### src/rtl/register_bank.sv
// RV32I architectural register file: writeback commit port, two bypassed decode read ports and a
// per-register in-flight write scoreboard that drives the decode stall.
module register_bank #(
   parameter int unsigned          DataWidth = 32,
   parameter int unsigned          CntWidth  = 2,
   parameter logic [DataWidth-1:0] SpInit    = '0
) (
   input  logic                 clk_i,
   input  logic                 rst_ni,
   // Decode read ports
   input  logic [4:0]           rs1_addr_i,
   input  logic [4:0]           rs2_addr_i,
   input  logic                 rs1_used_i,
   input  logic                 rs2_used_i,
   output logic [DataWidth-1:0] rs1_data_o,
   output logic [DataWidth-1:0] rs2_data_o,
   // Decode issue
   input  logic                 issue_valid_i,
   input  logic                 issue_reg_write_i,
   input  logic [4:0]           issue_reg_dest_i,
   output logic                 stall_o,
   // Writeback commit
   input  logic                 rb_write_en_i,
   input  logic                 in_reg_write_i,
   input  logic [4:0]           in_reg_dest_i,
   input  logic [DataWidth-1:0] data_wb_i,
   // Control and status
   input  logic                 flush_i,
   output logic [31:0]          busy_mask_o,
   output logic                 sb_error_o
);

   localparam logic [CntWidth-1:0] CntMax  = '1;
   localparam logic [CntWidth-1:0] CntOne  = CntWidth'(1);
   localparam logic [CntWidth-1:0] CntZero = '0;

   logic [DataWidth-1:0] regs_q [32];
   logic [CntWidth-1:0]  cnt_q  [32];
   logic [CntWidth-1:0]  cnt_d  [32];
   logic [CntWidth-1:0]  eff    [32];
   logic                 sb_error_q, sb_error_d;

   logic        commit;
   logic        accept;
   logic        hazard_rs1, hazard_rs2, dest_full;
   logic [31:0] retire_vec;
   logic [31:0] accept_vec;
   logic [31:0] err_hit;

   // A retire this cycle already frees its slot for the issue/stall decision.
   always_comb begin
      commit     = rb_write_en_i && in_reg_write_i && (in_reg_dest_i != 5'd0);
      retire_vec = commit ? (32'd1 << in_reg_dest_i) : 32'd0;
      for (int i = 0; i < 32; i++) begin
         eff[i] = (retire_vec[i] && (cnt_q[i] != CntZero)) ? cnt_q[i] - CntOne : cnt_q[i];
      end
   end

   always_comb begin
      if (rs1_addr_i == 5'd0) begin
         rs1_data_o = '0;
      end else if (commit && (in_reg_dest_i == rs1_addr_i)) begin
         rs1_data_o = data_wb_i;
      end else begin
         rs1_data_o = regs_q[rs1_addr_i];
      end

      if (rs2_addr_i == 5'd0) begin
         rs2_data_o = '0;
      end else if (commit && (in_reg_dest_i == rs2_addr_i)) begin
         rs2_data_o = data_wb_i;
      end else begin
         rs2_data_o = regs_q[rs2_addr_i];
      end
   end

   always_comb begin
      hazard_rs1 = rs1_used_i && (eff[rs1_addr_i] != CntZero);
      hazard_rs2 = rs2_used_i && (eff[rs2_addr_i] != CntZero);
      dest_full  = issue_reg_write_i && (issue_reg_dest_i != 5'd0) &&
                   (eff[issue_reg_dest_i] == CntMax);
      stall_o    = issue_valid_i && !flush_i && (hazard_rs1 || hazard_rs2 || dest_full);
      accept     = issue_valid_i && !stall_o && !flush_i && issue_reg_write_i &&
                   (issue_reg_dest_i != 5'd0);
      accept_vec = accept ? (32'd1 << issue_reg_dest_i) : 32'd0;
   end

   always_comb begin
      err_hit = '0;
      for (int i = 0; i < 32; i++) begin
         cnt_d[i] = cnt_q[i];
         if (flush_i) begin
            cnt_d[i] = CntZero;
         end else if (accept_vec[i] && retire_vec[i]) begin
            cnt_d[i] = cnt_q[i];
         end else if (accept_vec[i]) begin
            cnt_d[i] = cnt_q[i] + CntOne;
         end else if (retire_vec[i]) begin
            if (cnt_q[i] == CntZero) begin
               err_hit[i] = 1'b1;
            end else begin
               cnt_d[i] = cnt_q[i] - CntOne;
            end
         end
      end
      cnt_d[0]   = CntZero;
      sb_error_d = sb_error_q || (|err_hit);
   end

   always_comb begin
      for (int i = 0; i < 32; i++) begin
         busy_mask_o[i] = (cnt_q[i] != CntZero);
      end
   end

   assign sb_error_o = sb_error_q;

   // Register data commits even during flush; x0 is never written since commit excludes it.
   always_ff @(posedge clk_i) begin
      if (!rst_ni) begin
         for (int i = 0; i < 32; i++) begin
            regs_q[i] <= (i == 2) ? SpInit : '0;
            cnt_q[i]  <= CntZero;
         end
         sb_error_q <= 1'b0;
      end else begin
         if (commit) begin
            regs_q[in_reg_dest_i] <= data_wb_i;
         end
         cnt_q      <= cnt_d;
         sb_error_q <= sb_error_d;
      end
   end

endmodule
### config.mk
export PLATFORM = sky130hd
export DESIGN_NAME = register_bank
export DESIGN_NICKNAME = d
export VERILOG_FILES = /design/src/rtl/register_bank.sv
export SDC_FILE = /design/constraint.sdc
export NUM_CORES = 2
export LEC_CHECK = 0
export ABC_AREA = 1
export CORE_UTILIZATION = 35
export DETAILED_ROUTE_END_ITERATION = 10
export PLACE_DENSITY = 0.49
export SLEW_MARGIN = 25
export SYNTH_ARGS = -nofsm -noshare
export SYNTH_HDL_FRONTEND = slang
export SYNTH_SLANG_ARGS = --single-unit
### constraint.sdc
create_clock -name clk_i -period 4.8 [get_ports clk_i]
set_input_delay 1.2 -clock clk_i [delete_from_list [all_inputs] [get_ports clk_i]]
set_output_delay 1.2 -clock clk_i [all_outputs]
set_load 0.1 [all_outputs]
# After elaboration in Yosys (flattened, before gate mapping)
# Memory sizes are Yosys's and may differ from the RTL's.
# Index checks and enable logic that the tools add are counted.
[word_totals]
inputBits = 61
elab_cells = 696
memories = 1
mem_bits_rw = 1024
reg_bits = 65
out_inout_bits = 98
[mem_list]
columns = ["name", "depth", "word_bits", "rd", "rd_ports_with_merged_regs", "wr", "line", "text"]
rows = [
  ["regs_q", 32, 32, 2, 0, 32, "37", "logic [DataWidth-1:0] regs_q [32];"],
]
[op_classes]
n_lt_le_gt_ge = 3
bitwise = 35
n_reduce_logical = 218
eq_ne = 34
shift = 2
muxes = 307
add_sub_neg = 63
[op_table]
columns = ["op", "n"]
rows = [
  ["$mux 2", 131],
  ["$mux 32", 7],
  ["$mux 1", 165],
  ["$reduce_bool 2->1", 65],
  ["$reduce_and 3->1", 31],
  ["$logic_and 1x1->1", 78],
  ["$logic_not 2->1", 32],
  ["$reduce_or 32->1", 2],
  ["$shl 1x5->32 const A", 2],
  ["$sub 2x1->2 const B", 32],
  ["$add 2x1->2 const B", 31],
  ["$ne 2x2->1 const B", 31],
  ["$not 1->1", 32],
  ["$bmux 2 s5", 3],
  ["$ge 6x6->1 const B", 3],
  ["$not 5->6", 3],
  ["$eq 5x5->1", 2],
  ["$logic_not 5->1", 2],
  ["$reduce_bool 5->1", 2],
  ["$mux 5", 1],
  ["$logic_or 1x1->1", 3],
  ["$eq 2x2->1 const B", 1],
  ["$logic_not 1->1", 2],
  ["$reduce_or 2->1", 1],
]

# Depth between registers and ports, before layout
[logic_depth]
depth_word = 24
depth_mapped = 29
depth_no_buf = 27

# Worst setup path after synthesis
# Ideal clock, no wire load.
[synth_timing]
path_kind = "input -> output"
from = "in rs1_addr_i[1]"
to = "out rs1_data_o[25]"
arrival_time_ps = 5276
n_path_buf = 4
t_required_ps = 3600
slack_ps = -1676
path_stages = 11
cell_sequence = "clkbuf_1 > nor2_1 > clkbuf_1 > clkbuf_1 > buf_1 > a22oi_1 > o211ai_1 > o311ai_0 > nand3_1 > a21oi_1 > a211oi_1"
[synth_via]
elab_chain_len = 4
elab_cells_between_ends = 6
classes_between = "1 x eq/ne; 2 x mux; 2 x reduce/logical; 1 x memory"
[synth_lines]
columns = ["item", "line", "text"]
rows = [
  ["start, declared", "11", "input logic [4:0] rs1_addr_i,"],
  ["parallel branches: the longest is 3 deep, another holds $mem_v2 32x32", "-", ""],
  ["$mux 32 *", "60", "if (rs1_addr_i == 5'd0) begin"],
  ["end, declared", "15", "output logic [DataWidth-1:0] rs1_data_o,"],
]
# Every way passes the cells marked *.

# Worst setup path in the final report
[layout_timing]
from = "in rb_write_en_i"
to = "out stall_o"
[layout_via]
elab_chain_len = 13
elab_cells_between_ends = 85
classes_between = "1 x eq/ne; 42 x mux; 42 x reduce/logical"
[layout_lines]
columns = ["item", "line", "text"]
rows = [
  ["start, declared", "23", "input logic rb_write_en_i,"],
  ["$logic_and 1x1->1 * (2 in series)", "52", "commit = rb_write_en_i && in_reg_write_i && (in_reg_dest_i != 5'd0);"],
  ["$mux 32 *", "53", "retire_vec = commit ? (32'd1 << in_reg_dest_i) : 32'd0;"],
  ["$logic_and 1x1->1", "55", "eff[i] = (retire_vec[i] && (cnt_q[i] != CntZero)) ? cnt_q[i] - CntOne : cnt_q[i];"],
  ["$mux 2", "55", ""],
  ["$bmux 2 s5 (on tied branches)", "78, 79", ""],
  ["$mux 2 (on tied branches) (2 in series)", "78, 79", ""],
  ["$reduce_bool 2->1 (on tied branches)", "78, 79", ""],
  ["$logic_and 1x1->1 (on tied branches)", "78, 79", ""],
  ["$logic_or 1x1->1", "82", "stall_o = issue_valid_i && !flush_i && (hazard_rs1 || hazard_rs2 || dest_full);"],
  ["$logic_or 1x1->1 *", "82", ""],
  ["$logic_and 1x1->1 *", "82", ""],
  ["end, declared", "21", "output logic stall_o,"],
]
# Mark *: on every way between the ends. The rest lies on a longest branch, timed or not. The select of a mux whose other input is x is not followed.

==> flow_summary_export.csv <==
group,metric,value,unit
outcome,status,"complete, but fails checks",
outcome,failed_checks,"setup timing",
timing,layout_min_cycle_time,4.82,ns
timing,relSlewSlack,28.6,%
placement,place_inst,9526,
routing,drt_pass1_iterations,8,
yosys,ys_ff_latch,1087,
run,maxCapViolCount,0,
setup_path,worstSetupPathDepth,20,
pwr,leakage,0.0305,uW
yosys,synth.top_cell.area_share,51.5,%
global_route,grt_first_pass_wirelength,439,mm
clock_tree,cts_tree,"built",
yosys,yosysWarnings,0,
timing,finClkSkew,0.0136,ns
clock_tree,htreeDepth,4,
yosys,yosysSeqAreaShare,53.7,%
cells_and_area,final_util,46.3,%
clock_tree,cts_buffers,133,
setup_path,crit_buf_inv,7,
global_route,grt_pass1_vias,57700,
routing,postRouteAntennaNets,0,
routing,wl,319,mm
cells_and_area,layout.cells.non_filler,9886,
clock_tree,clkSlewWorstSetupHoldPaths,0.06,ns
timing,hold_viol,0,
setup_path,required,3.60,ns
placement,place_hpwl,194,mm
placement,io_buffers,157,
timing,max_freq,207,MHz
floorplanning,start_util,35.2,%
routing,vias_per_cell,6.15,
timing,fin_crit_sh,100,%
setup_path,critPathTopFamily,"simple AND/OR/NAND/NOR gates",
setup_path,crit_fanout,7,
setup_path,timing.critical_path.from,"rb_write_en_i",
routing,drt_iter0_drc,9854,
clock_tree,insertion_delay,0.77,ns
yosys,yosys.area.top_type,"edfxtp_1",
timing,whs,0.485,ns
yosys,async_reset_ff_share,0,%
floorplanning,die-height,415,um
yosys,synth-main-ff-cell,"edfxtp_1",
pwr,vdd_ir_drop_max,0.369,mV
floorplanning,die_area,172000,um^2
routing,routedWlPerCell,32.3,um
clock_tree,cts_sinks,1087,
global_route,grt_antenna_before_repair,7,
setup_path,rr_worst_depth,26,
setup_path,slowest_delay,0.23,ns
min_path,hold_path_class,"register to register",
setup_path,cp-start-kind,"input pin",
setup_path,worst_path_most_repeated_cell,"nand2_1",
yosys,avgSynthCellArea,8.60,um^2
setup_path,critical_path.reg2reg.endpoint,"sb_error_o",
floorplanning,core-area,169000,um^2
floorplanning,rows,151,
clock_tree,cts_hold_buf,0,
clock_tree,root_buffer,"clkbuf_16",
cells_and_area,drive_above_1_share,20.5,%
placement,gp_congestion,0.975,
cells_and_area,nets,7655,
timing,drv_slew,0,
min_path,whs_endpoint,"cnt_q[30]",
floorplanning,top_level_ports,159,
setup_path,arrival,3.62,ns
setup_path,critPathSlowestCell,"or2_4",
cells_and_area,final_common_cell,"nor2_1",
timing,final.setup.worst_slack,-0.0222,ns
timing,worst_pin_slew,1.07,ns
setup_path,timing.rr.start,"cnt_q[18]",
clock_tree,clock_path_buffers,3,
min_path,hold_start,"cnt_q[30]",
global_route,grt_use_total,35.8,%
setup_path,worstSetupEndpointType,"output port",
yosys,yosys-top-cells-area,"edfxtp_1, nor2_1, nand2_1",
yosys,syn_inst,6933,
min_path,whs_path_depth,1,
cells_and_area,syn_to_final_growth,31.5,%
yosys,synth_edf_count,1024,
routing,drc,0,
setup_path,r2r_setup_slack,0.80,ns
yosys,yosysUniqueCellTypes,58,
timing,setup_viol,2,
global_route,grt_start_max_net_pins,59,
cells_and_area,layout_common_cells,"nor2_1, nand2_1, edfxtp_1",
yosys,synth.cell_area,59700,um^2
routing,vias,60800,
floorplanning,die_w,415,um
timing,rsz0062_at_grt,"true",
global_route,overflow,0,
setup_path,cp_cell_sequence,"buf_4, nand2_4, inv_8, buf_4, buf_4, nand4_1, inv_2, nand2_1, nand2_1, o21ai_0, nand4_1, nand2_1, nand2_1, nand2_2, nand3_2, nand2_4, nor2_8, or2_4, clkinvlp_4, buf_12",
setup_path,critPathKind,"input pin to output port",
pwr,p_per_area,333,nW/um^2
==> worst max path at each step <==
stage	to	slack [ns]
5_1_grt	stall_o	-0.09
2_1_floorplan	rs2_data_o[10]	-0.24
3_5_place_dp	rs2_data_o[4]	-0.73
6_report	stall_o	-0.02
4_1_cts	stall_o	-0.01
3_3_place_gp	rs2_data_o[4]	-0.72
==> through the flow <==
| step | cell area, um^2 | total power, uW | worst slack (ns) | TNS [ns] |
|---|---|---|---|---|
| after global placement | 71500 | 15900 | -0.723 | -47.21 |
| final | 78500 | 26100 | -0.0222 | -0.0308 |
| after floorplan | 60500 | 13500 | -0.242 | -0.707 |
| after detailed placement | 71500 | 15900 | -0.727 | -49.03 |
| after global routing | 78500 | 26700 | -0.0938 | -0.0938 |
| after CTS | 77900 | 26000 | -0.00954 | -0.00954 |
==> repair_timing <==
item / in CTS / in global routing
endpoints found under the hold margin: 0 / 0
setup endpoints to repair: 65 / 52
gates resized for setup: 328 / 122
pin swaps: 113 / 79
cloned: 14 / 3
buffers inserted: 93 / 23
==> final cells by class <==
| cell class | count | area, um^2 |
|---|---|---|
| fillers | 16000 | 90800 |
| flip-flops and latches | 1087 | 32000 |
| multi-input cells | 4791 | 25500 |
| repair buffers | 1057 | 12000 |
| clock buffers | 165 | 3640 |
| well taps | 2218 | 2780 |
| inverters | 492 | 1950 |
| clock inverters | 73 | 583 |
| repair inverters | 1 | 8.76 |
| diodes | 2 | 5.00 |
==> cell families (layout without fill, tap and decap cells) <==
group	after synthesis	after routing	share of synthesized area, %
AOI/OAI and AO/OA	1705	1705	17.7
xor gates and xnor gates	32	32	0.470
adders and majority gates	31	31	0.650
buffers and inverters	1087	1788	6.98
DFF	1087	1087	53.7
other	1	35	0.00629
and+or+nand+nor	2990	2990	20.5
==> registers in the layout, summed over array words and instances (netlist names) <==
| register | count |
|---|---|
| regs_q | 1024 |
| cnt_q | 62 |
| sb_error_o | 1 |
==> cells in the mapped netlist, types with 3 or more instances <==
library cell and n:
nor4_1 3, nor2_8 3, xnor2_1 12, buf_6 5, buf_1 71, clkinv_1 9, nor2_4 5, o2111ai_1 56
a22oi_1 127, and2_1 3, nand2_2 7, o211ai_1 79, a211oi_1 53, ha_1 31, o22ai_1 65, nand3_2 22
buf_2 5, dfxtp_1 63, buf_4 6, xor2_1 20, a21oi_1 285, o221ai_1 157, o21bai_1 13, a221oi_1 104
edfxtp_1 1024, nand2_4 3, nand4_1 117, a31oi_1 5, inv_2 12, nand3_1 271, nor2_2 18, nor3_1 15
clkbuf_1 508, o311ai_0 7, nand2_1 1121, inv_1 467, nor2_1 1394, o21ai_1 35, o21ai_0 705
==> where the power goes <==
group	total [uW]	internal [uW]	leakage, uW	switching (uW)
clock network	10000	5750	0.00208	4280
logic	5040	1690	0.0181	3350
registers	11100	10800	0.0103	241
total	26100	18300	0.0305	7860
==> metal layers <==
metal | track usage (%) | vias up | wire (um)
met5 | 0 | - | 13
met4 | 22.2 | 2 | 22600
met3 | 7.96 | 1018 | 38800
met2 | 53.7 | 4679 | 137000
met1 | 47.0 | 29500 | 121000
li1 | - | 25600 | -
Note: power is estimated with default switching activity, not from simulation.
